[src/rtl/hazard_stall_unit_if.sv]
// Pipeline-side signal bundle for hazard_stall_unit.
// The master modport is the pipeline/decoder; the slave modport is the hazard unit.
interface hazard_stall_unit_if;
  logic       reg_wr_DE;
  logic       wb_sel_DE;
  logic [6:0] instr_opcode_DE;
  logic [4:0] rd_DE;
  logic [4:0] rs1;
  logic [4:0] rs2;
  logic       dmem_ready;
  logic       br_taken;
  logic       stall_IF;
  logic       Control_stall;
  logic       flush_DE;
  logic       fwd_a;
  logic       fwd_b;
  logic       mem_err;

  modport master (
    output reg_wr_DE, wb_sel_DE, instr_opcode_DE, rd_DE, rs1, rs2, dmem_ready, br_taken,
    input  stall_IF, Control_stall, flush_DE, fwd_a, fwd_b, mem_err
  );

  modport slave (
    input  reg_wr_DE, wb_sel_DE, instr_opcode_DE, rd_DE, rs1, rs2, dmem_ready, br_taken,
    output stall_IF, Control_stall, flush_DE, fwd_a, fwd_b, mem_err
  );
endinterface

[src/rtl/hazard_stall_unit.sv]
// Stall/flush/forward control for the DE stage with a data-memory timeout trap.
// Optional macro HAZARD_PERF_CNT_EN adds a 32-bit stall_cnt output counting stall_IF cycles.
module hazard_stall_unit (
  input  logic                clk,
  input  logic                rst,
  hazard_stall_unit_if.slave  hz
`ifdef HAZARD_PERF_CNT_EN
  ,
  output logic [31:0]         stall_cnt
`endif
);

  localparam logic [6:0] OP_LOAD  = 7'b0000011;
  localparam logic [6:0] OP_STORE = 7'b0100011;

  typedef enum logic [1:0] {RUN, MEM_WAIT, LOAD_USE, ERR} state_t;

  state_t     state_q, state_d;
  logic [3:0] wait_cnt_q, wait_cnt_d;
  logic       mem_op;
  logic       load_use;
  logic       stall_if_d;
  logic       ctrl_stall_d;
  logic       flush_d;
  logic       mem_err_d;

  assign mem_op   = (hz.instr_opcode_DE == OP_LOAD) || (hz.instr_opcode_DE == OP_STORE);
  assign load_use = hz.wb_sel_DE && hz.reg_wr_DE && (hz.rd_DE != 5'd0) &&
                    ((hz.rs1 == hz.rd_DE) || (hz.rs2 == hz.rd_DE));

  assign hz.fwd_a = hz.reg_wr_DE && !hz.wb_sel_DE && (hz.rd_DE != 5'd0) && (hz.rs1 == hz.rd_DE);
  assign hz.fwd_b = hz.reg_wr_DE && !hz.wb_sel_DE && (hz.rd_DE != 5'd0) && (hz.rs2 == hz.rd_DE);

  always_ff @(posedge clk) begin
    state_q    <= state_d;
    wait_cnt_q <= wait_cnt_d;
  end

  // Priority inside each state: memory stall, then branch flush, then load-use bubble.
  always_comb begin
    state_d      = state_q;
    wait_cnt_d   = wait_cnt_q;
    stall_if_d   = 1'b0;
    ctrl_stall_d = 1'b0;
    flush_d      = 1'b0;
    mem_err_d    = 1'b0;

    case (state_q)
      RUN: begin
        if (mem_op && !hz.dmem_ready) begin
          stall_if_d   = 1'b1;
          ctrl_stall_d = 1'b1;
          wait_cnt_d   = 4'd0;
          state_d      = MEM_WAIT;
        end else if (hz.br_taken) begin
          flush_d = 1'b1;
        end else if (load_use) begin
          stall_if_d = 1'b1;
          flush_d    = 1'b1;
          state_d    = LOAD_USE;
        end
      end
      MEM_WAIT: begin
        wait_cnt_d = wait_cnt_q + 4'd1;
        if (hz.dmem_ready) begin
          flush_d = hz.br_taken;
          state_d = RUN;
        end else begin
          stall_if_d   = 1'b1;
          ctrl_stall_d = 1'b1;
          if (wait_cnt_q == 4'd15) begin
            state_d = ERR;
          end
        end
      end
      LOAD_USE: begin
        flush_d = hz.br_taken;
        state_d = RUN;
      end
      ERR: begin
        stall_if_d   = 1'b1;
        ctrl_stall_d = 1'b1;
        mem_err_d    = 1'b1;
      end
      default: begin
        state_d = RUN;
      end
    endcase

    // Reset holds a bubble in DE and masks every stall while it is asserted.
    if (rst) begin
      state_d      = RUN;
      wait_cnt_d   = 4'd0;
      stall_if_d   = 1'b0;
      ctrl_stall_d = 1'b0;
      flush_d      = 1'b1;
      mem_err_d    = 1'b0;
    end
  end

  assign hz.stall_IF      = stall_if_d;
  assign hz.Control_stall = ctrl_stall_d;
  assign hz.flush_DE      = flush_d;
  assign hz.mem_err       = mem_err_d;

`ifdef HAZARD_PERF_CNT_EN
  logic [31:0] stall_cnt_q, stall_cnt_d;

  assign stall_cnt_d = rst        ? 32'd0 :
                       stall_if_d ? stall_cnt_q + 32'd1 : stall_cnt_q;

  always_ff @(posedge clk) begin
    stall_cnt_q <= stall_cnt_d;
  end

  assign stall_cnt = stall_cnt_q;
`endif

endmodule
[src/flat_wrapper.sv]
// flat-port wrapper written by rule: the top's interface ports become plain ports
module hazard_stall_unit_flat 
  (clk, rst, hz_reg_wr_DE, hz_wb_sel_DE, hz_instr_opcode_DE, hz_rd_DE, hz_rs1, hz_rs2, hz_dmem_ready, hz_br_taken, hz_stall_IF, hz_Control_stall, hz_flush_DE, hz_fwd_a, hz_fwd_b, hz_mem_err);
  hazard_stall_unit_if hz_i ();
  input  logic clk;
  input  logic rst;
  input wire logic [$bits(hz_i.reg_wr_DE)-1:0] hz_reg_wr_DE;
  input wire logic [$bits(hz_i.wb_sel_DE)-1:0] hz_wb_sel_DE;
  input wire logic [$bits(hz_i.instr_opcode_DE)-1:0] hz_instr_opcode_DE;
  input wire logic [$bits(hz_i.rd_DE)-1:0] hz_rd_DE;
  input wire logic [$bits(hz_i.rs1)-1:0] hz_rs1;
  input wire logic [$bits(hz_i.rs2)-1:0] hz_rs2;
  input wire logic [$bits(hz_i.dmem_ready)-1:0] hz_dmem_ready;
  input wire logic [$bits(hz_i.br_taken)-1:0] hz_br_taken;
  output wire logic [$bits(hz_i.stall_IF)-1:0] hz_stall_IF;
  output wire logic [$bits(hz_i.Control_stall)-1:0] hz_Control_stall;
  output wire logic [$bits(hz_i.flush_DE)-1:0] hz_flush_DE;
  output wire logic [$bits(hz_i.fwd_a)-1:0] hz_fwd_a;
  output wire logic [$bits(hz_i.fwd_b)-1:0] hz_fwd_b;
  output wire logic [$bits(hz_i.mem_err)-1:0] hz_mem_err;
  assign hz_i.reg_wr_DE = hz_reg_wr_DE;
  assign hz_i.wb_sel_DE = hz_wb_sel_DE;
  assign hz_i.instr_opcode_DE = hz_instr_opcode_DE;
  assign hz_i.rd_DE = hz_rd_DE;
  assign hz_i.rs1 = hz_rs1;
  assign hz_i.rs2 = hz_rs2;
  assign hz_i.dmem_ready = hz_dmem_ready;
  assign hz_i.br_taken = hz_br_taken;
  assign hz_stall_IF = hz_i.stall_IF;
  assign hz_Control_stall = hz_i.Control_stall;
  assign hz_flush_DE = hz_i.flush_DE;
  assign hz_fwd_a = hz_i.fwd_a;
  assign hz_fwd_b = hz_i.fwd_b;
  assign hz_mem_err = hz_i.mem_err;
  hazard_stall_unit u_core (.clk(clk), .rst(rst), .hz(hz_i));
endmodule
[config.mk]
export PLATFORM = sky130hd
export DESIGN_NAME = hazard_stall_unit_flat
export DESIGN_NICKNAME = d
export VERILOG_FILES = /design/src/rtl/hazard_stall_unit_if.sv /design/src/rtl/hazard_stall_unit.sv /design/src/flat_wrapper.sv
export SDC_FILE = /design/constraint.sdc
export NUM_CORES = 1
export LEC_CHECK = 0
export ABC_AREA = 1
export CORE_AREA = 2 2 46 48
export DETAILED_ROUTE_END_ITERATION = 10
export DIE_AREA = 0 0 48 50
export PLACE_DENSITY = 0.76
export SLEW_MARGIN = 20
export SYNTH_ARGS = -nofsm -noshare
export SYNTH_HDL_FRONTEND = slang
export SYNTH_SLANG_ARGS = --single-unit
[constraint.sdc]
create_clock -name clk -period 2.1 [get_ports clk]
set_input_delay 0.63 -clock clk [delete_from_list [all_inputs] [get_ports clk]]
set_output_delay 0.63 -clock clk [all_outputs]
set_load 0.05 [all_outputs]
==> results of run 1 <==
[flip-flops by register name (all words and copies together), names as in the netlist]
name,flops
u_core.state_q,2
u_core.wait_cnt_q,4
[synthesized netlist by cell type (all sizes together)]
library cell / count
nand2: 36
inv: 25
nor2: 14
nand3: 12
a21oi: 11
dfxtp: 6
ha: 6
o21ai: 4
nor3: 2
or2: 2
xnor2: 2
a211o: 1
a211oi: 1
nand3b: 1
nand4: 1
o22ai: 1
xor2: 1
[worst max-delay path: stages]
cell and delay [ns]:
buf_6 0.09, inv_2 0.04, nand2_1 0.07, nand2_1 0.10, nor2_4 0.12, nand3_4 0.09, nand2_4 0.10, nand3_4 0.08
o22ai_4 0.19, buf_12 0.16
[through the flow]
| step | util [%] | instance area [µm²] | TNS (ns) | total power [µW] | hold slack (ns) |
|---|---|---|---|---|---|
| after CTS | 72.37 | 1376 | -0.5635 | 995.2 | 0.4853 |
| final | 82.30 | 1565 | -0.7031 | 1138 | 0.4866 |
| after global routing | 82.30 | 1565 | -0.8913 | 1206 | 0.5102 |
| after global placement | 68.03 | 1294 | -2.882 | 816.2 | 0.4654 |
| after detailed placement | 68.03 | 1294 | -3.188 | 847.0 | 0.4764 |
| after floorplan | - | 774.5 | -0.08516 | 566.9 | 0.4502 |
[cells by family after synthesis]
logic type,synth area share [%]
buf+inv,12.69
xor+xnor,3.554
compound gates,13.88
fa+ha+maj,10.15
flops,16.24
simple gates,43.49
[layout by cell type (no fill, tap or decap), types with 2 or more instances in the layout]
cell           instances
ha_1                   4
buf_6                 16
dlygate4sd2_1          4
nor2_2                 2
buf_8                  3
nor2_4                 8
buf_2                  5
nand3_1                7
dfxtp_1                5
o21ai_2                2
nand3_2                2
buf_4                 18
inv_2                 12
nor2_1                 4
buf_12                 6
xnor2_2                2
nand2_2               17
nand3_4                3
a21oi_1               10
nand2_4                3
clkbuf_4               3
nand2_1               16
inv_1                 11
[power groups by stage]
stage	Combinational, µW	Clock [µW]	Sequential, µW
final	861	115	161
after global routing	916	127	164
after CTS	723	117	155
after detailed placement	690	0	157
after global placement	662	0	154
after floorplan	409	0	158
[layer usage]
layer,up-vias,global-route usage (%),wire length (µm)
met5,-,0,0
met4,0,8.108,142
met3,19,4.396,300
met2,65,42.00,1861
met1,510,29.42,1274
li1,511,-,-
[worst max path at each step]
stage,from,endpoint,cells after the start
2_1_floorplan,hz_rs1[0],hz_flush_DE,8
3_3_place_gp,hz_rd_DE[0],hz_stall_IF,10
3_5_place_dp,hz_rd_DE[2],hz_stall_IF,10
4_1_cts,hz_rd_DE[1],hz_stall_IF,10
5_1_grt,hz_rs1[2],hz_stall_IF,10
6_report,hz_rd_DE[2],hz_stall_IF,10
[repair_timing]
item | 4_1_cts | 5_1_grt
pin swaps | 29 | 31
endpoints found under the setup margin | 6 | 5
buffers inserted | 7 | 2
resized for setup | 116 | 55
hold buffers | 0 | 0
[final cells by class]
type / instances / share of cell area (%)
inverters: 25 / 6.475
repair buffers: 53 / 34.85
flip-flops and latches: 6 / 7.754
well taps: 27 / 2.158
clock buffers: 3 / 1.439
multi-input cells: 95 / 47.32
==> metrics.txt, run 1 <==
clk_lat worst skew=0.26 ns; initial antenna violation count=0; status=complete, but fails checks; CTS Buffer Depth=2; Layout Skew=0.01431 ns; core box area=1902 µm²; Mean Syn Cell Area=5.869 µm²; CP Launch Type=input pin; gr usage total=24.58%; PnR worst setup slack=-0.2213 ns; crit path DAT=1.69 ns; final RePlAce weighted congestion=0.8160; P_leak=0.0007313 µW; Post-Place Setup Slack=-0.6287 ns; number of buffers created by CTS=3; Multi-input gate area=740.7 µm²; Vias/cell=5.287; Die H=50 µm; VDD IR max=618.0 µV; FF/Latch Area=121.4 µm²; WL final=3.578 mm; DR WL/cell=17.12 µm; RSZ-0062 raised after global routing=true; Worst-Margin Slew=0.3564 ns; Final Cycle Share=110.5%; post-synthesis instance area=739.5 µm²; Max-slew headroom=76.17%; Seq pwr share=14.2%; Switching Share=48.82%; top area cells in the synthesized netlist=dfxtp_1, nand2_1, inv_1; Reg2Reg Depth=9; CTS tree=yes; Worst setup EP type=output port; Starting Density=38.88%; post-synth net total=160; violated checks=negative setup slack; share of cells above drive strength 1=62.64%; Placed Cells incl. Taps=199; CP Class=input pin to output port; max-slew violations=0; internal power=582.4 µW; ANT cells=0; reg2reg setup slack=0.51 ns; Setup violations, final=5; Die Wd=48 µm; Synth cell types=25; fmax=430.8 MHz; antenna viol nets, final=0; fill count=107; vias in the first global route=999; clock share of power=10.1%; worst r2r src=u_core.state_q[0]$_SDFFE_PP0P_; fin crit period=2.321 ns; hold worst-path end=u_core.wait_cnt_q[1]$_SDFFE_PP0P_; flip-flop and latch count after synthesis=6; drt drc=0; post-synth top area share=16.24%; Finished Layout Cells=209; clock root cell=clkbuf_4; hold crit path type=flip-flop to flip-flop; Final Hold Viols=0; largest net degree at the start of global routing=6; Post-Synthesis Cells=126; PortBufs=32; Worst Path Max Fanout=4; Comb power frac=75.7%; total gr overflow=0; Vias=1,105; synth warn=0; H-tree depth=1; RR Endpoint=u_core.wait_cnt_q[2]$_SDFFE_PP0P_; max-cap violations=0; Layout Nets=218; hpwl dp=1.869 mm; power per cell area=727.0 nW/µm²; clock sinks=6; # rows=16; hold path startpoint=u_core.wait_cnt_q[1]$_SDFFE_PP0P_; Pre-antenna DRT Iters=4; post-synthesis sequential area ratio=16.24%; Data required, critical path=1.47 ns; Die ar.=2400 µm²; area leader, netlist=dfxtp_1; first-pass GRT wire length=4.188 mm; Initial DRC Count=40; Switching Power=555.5 µW; number of I/O pins=34; hold depth=2; Layout area overhead=111.7%; clock-pin slew on the worst setup and hold paths=0.06 ns
(Power assumes the default switching activity.)
==> run 2: changes to the inputs <==
- CORE_AREA: 2 2 46 48 -> 2 2 53 55
- DIE_AREA: 0 0 48 50 -> 0 0 55 57
- PLACE_DENSITY: 0.76 -> unset
==> run 2 against run 1 <==
  * Total power shrank 6.6%
  * Die area grew 31%
  * Global-route usage shrank 7.7 points
  * Largest power group unchanged
  * Via count shrank 12%
  * The flow still finishes with violations (negative setup slack)
  * Fmax grew 3.7%
  * Hold slack lost 0.0035 ns
  * First-iteration DRC count shrank 65%
==> metrics.txt, run 2 (synthesis results as in run 1) <==
CP Launch Type=input pin; VDD IR max=532.1 µV (-14%); initial antenna violation count=0 (unchanged); FF/Latch Area=121.4 µm² (unchanged); drt drc=0 (unchanged); core box area=2615 µm² (+38%); Layout Skew=0.003415 ns (-0.01089 ns); fill count=250 (+130%); RR Endpoint=u_core.state_q[1]$_SDFFE_PP0P_; reg2reg setup slack=0.65 ns (+0.14 ns); violated checks=negative setup slack; registers with the most flip-flops=u_core.wait_cnt_q (4), u_core.state_q (2); clock root cell=clkbuf_4; Setup violations, final=5 (unchanged); worst r2r src=u_core.state_q[1]$_SDFFE_PP0P_; Post-CTS Hold Buffers=0 (unchanged); total gr overflow=0 (unchanged); Crit path max-delay family=buffers and inverters; Max-slew headroom=80.74% (+4.6 points); Die ar.=3135 µm² (+31%); antenna viol nets, final=0 (unchanged); critical path depth=9 (-1); Worst Path Max Fanout=3 (-1); Worst setup EP type=output port; max-slew violations=0 (unchanged); Initial DRC Count=14 (-65%); final instance area=1483 µm² (-5.3%); commonest non-fill, non-tap cell in the layout=nand2_1; Final Cycle Share=106.6% (-3.9 points); clock-pin slew on the worst setup and hold paths=0.05 ns (about the same); Starting Density=28.28% (-11 points); clock sinks=6 (unchanged); largest register by flop count=u_core.wait_cnt_q; max-cap violations=0 (unchanged); CTS Buffer Depth=2 (unchanged); number of buffers created by CTS=3 (unchanged); CP Cell Sequence=buf_8 > inv_4 > buf_4 > nand4_1 > nand3_1 > inv_2 > a21oi_1 > o21ai_2 > buf_12; Worst Setup EP=hz_flush_DE; Die H=57 µm (+14%); clk_lat worst skew=0.25 ns (about the same); PnR worst setup slack=-0.1385 ns (+0.08285 ns); vias in the first global route=971 (-2.8%); Reg2Reg Depth=9 (unchanged); Final Hold Viols=0 (unchanged); placed cell area=1306 µm² (+0.97%); Vias/cell=4.519 (-15%); Pre-antenna DRT Iters=4 (unchanged); Crit path buffers/inverters=5 (+2); PortBufs=32 (unchanged); final RePlAce weighted congestion=0.7847 (-3.8%); fin crit period=2.238 ns (-0.08285 ns); fmax=446.7 MHz (+3.7%); DR WL/cell=10.93 µm (-36%); Layout area overhead=100.5%; RSZ-0062 raised after global routing=true; slowest stage cell, crit path=a21oi_1; largest net degree at the start of global routing=6 (unchanged); hold crit path type=flip-flop to flip-flop; number of I/O pins=34 (unchanged); ANT cells=0 (unchanged); share of cells above drive strength 1=55.19% (-7.4 points); Worst-Margin Slew=0.2880 ns (-0.06834 ns); Data required, critical path=1.47 ns (about the same); number of flip-flops in the largest register=4 (unchanged); # rows=19 (+3); most frequent cells in the layout=nand2_1, buf_4, inv_1, buf_6, a21oi_1; status=complete, but fails checks; gr usage total=16.85% (-7.7 points); Vias=967 (-12%); first-pass GRT wire length=3.995 mm (-4.6%); crit path DAT=1.61 ns (-0.08 ns); power per cell area=717.0 nW/µm² (-1.4%); CP Class=input pin to output port; CTS tree=yes; final core utilization=56.70% (-26 points); CP peak stage delay=0.17 ns (-0.02 ns); H-tree depth=1 (unchanged); WL final=2.339 mm (-35%); P_leak=0.0007203 µW (-1.5%); Die Wd=55 µm (+15%); crit path from=hz_rd_DE[1]; Multi-input gate area=670.6 µm² (-9.5%); Layout Nets=219 (+0.46%); hpwl dp=1.800 mm (-3.7%)
==> run 2: power by group <==
part / total [µW] / switching, µW / leakage [µW] / internal (µW)
logic: 798 / 436 / 0.000657 / 361
registers: 158 / 19.0 / 0.0000492 / 139
clock network: 108 / 43.1 / 0.0000138 / 64.7
==> run 2: stage by stage <==
| stage | setup TNS (ns) | cells | total power, µW | hold slack, ns | setup WS [ns] |
|---|---|---|---|---|---|
| finish | -0.3334 | 214 | 1063 | 0.4831 | -0.1385 |
| global route | -0.6723 | 214 | 1163 | 0.5051 | -0.2221 |
| CTS | -0.3868 | 212 | 992.5 | 0.4839 | -0.1596 |
| detailed placement | -3.138 | 204 | 846.7 | 0.4766 | -0.6193 |
| global placement | -3.005 | 204 | 830.7 | 0.4646 | -0.5945 |
| floorplan | -0.08516 | 126 | 566.9 | 0.4502 | -0.07758 |
==> run 2: metal layers <==
layer  GRT usage (%)  vias up  share of wire [%]
met2           30.61       14                 55
met5               0        -                  0
met1           20.39      441                 42
met3           3.403        0                3.3
li1                -      512                  -
met4           2.091        0                  0
==> run 2: layout make-up <==
| cell class | instances | share of cell area, % |
|---|---|---|
| multi-input combinational | 95 | 45.23 |
| timing repair buffer | 54 | 35.78 |
| sequential | 6 | 8.186 |
| inverter | 25 | 6.667 |
| tap | 31 | 2.616 |
| clock buffer | 3 | 1.519 |
==> run 2: worst min-delay path by stage <==
stage / start / end / cells after the start
global route: u_core.wait_cnt_q[1]$_SDFFE_PP0P_ / u_core.wait_cnt_q[1]$_SDFFE_PP0P_ / 2
finish: u_core.wait_cnt_q[1]$_SDFFE_PP0P_ / u_core.wait_cnt_q[1]$_SDFFE_PP0P_ / 2
global placement: u_core.wait_cnt_q[1]$_SDFFE_PP0P_ / u_core.wait_cnt_q[1]$_SDFFE_PP0P_ / 2
floorplan: u_core.wait_cnt_q[1]$_SDFFE_PP0P_ / u_core.wait_cnt_q[1]$_SDFFE_PP0P_ / 2
detailed placement: u_core.wait_cnt_q[1]$_SDFFE_PP0P_ / u_core.wait_cnt_q[1]$_SDFFE_PP0P_ / 2
CTS: u_core.wait_cnt_q[1]$_SDFFE_PP0P_ / u_core.wait_cnt_q[1]$_SDFFE_PP0P_ / 2
==> run 2: tightest hold or removal path: stages (launching register included) <==
cell	delay, ns
dfxtp_1	0.32
nand2_1	0.07
a21oi_1	0.05
==> run 2: timing repair <==
item                                    4_1_cts  5_1_grt
buffers inserted                              6        2
gates resized for setup                     116       27
pin swaps                                    31       28
endpoints found under the setup margin        6        6
==> run 3: changes to the inputs <==
- SLEW_MARGIN: 20 -> 40
==> results of run 3 <==
The final DEF is identical to that of run 2; final timing and power are the same.
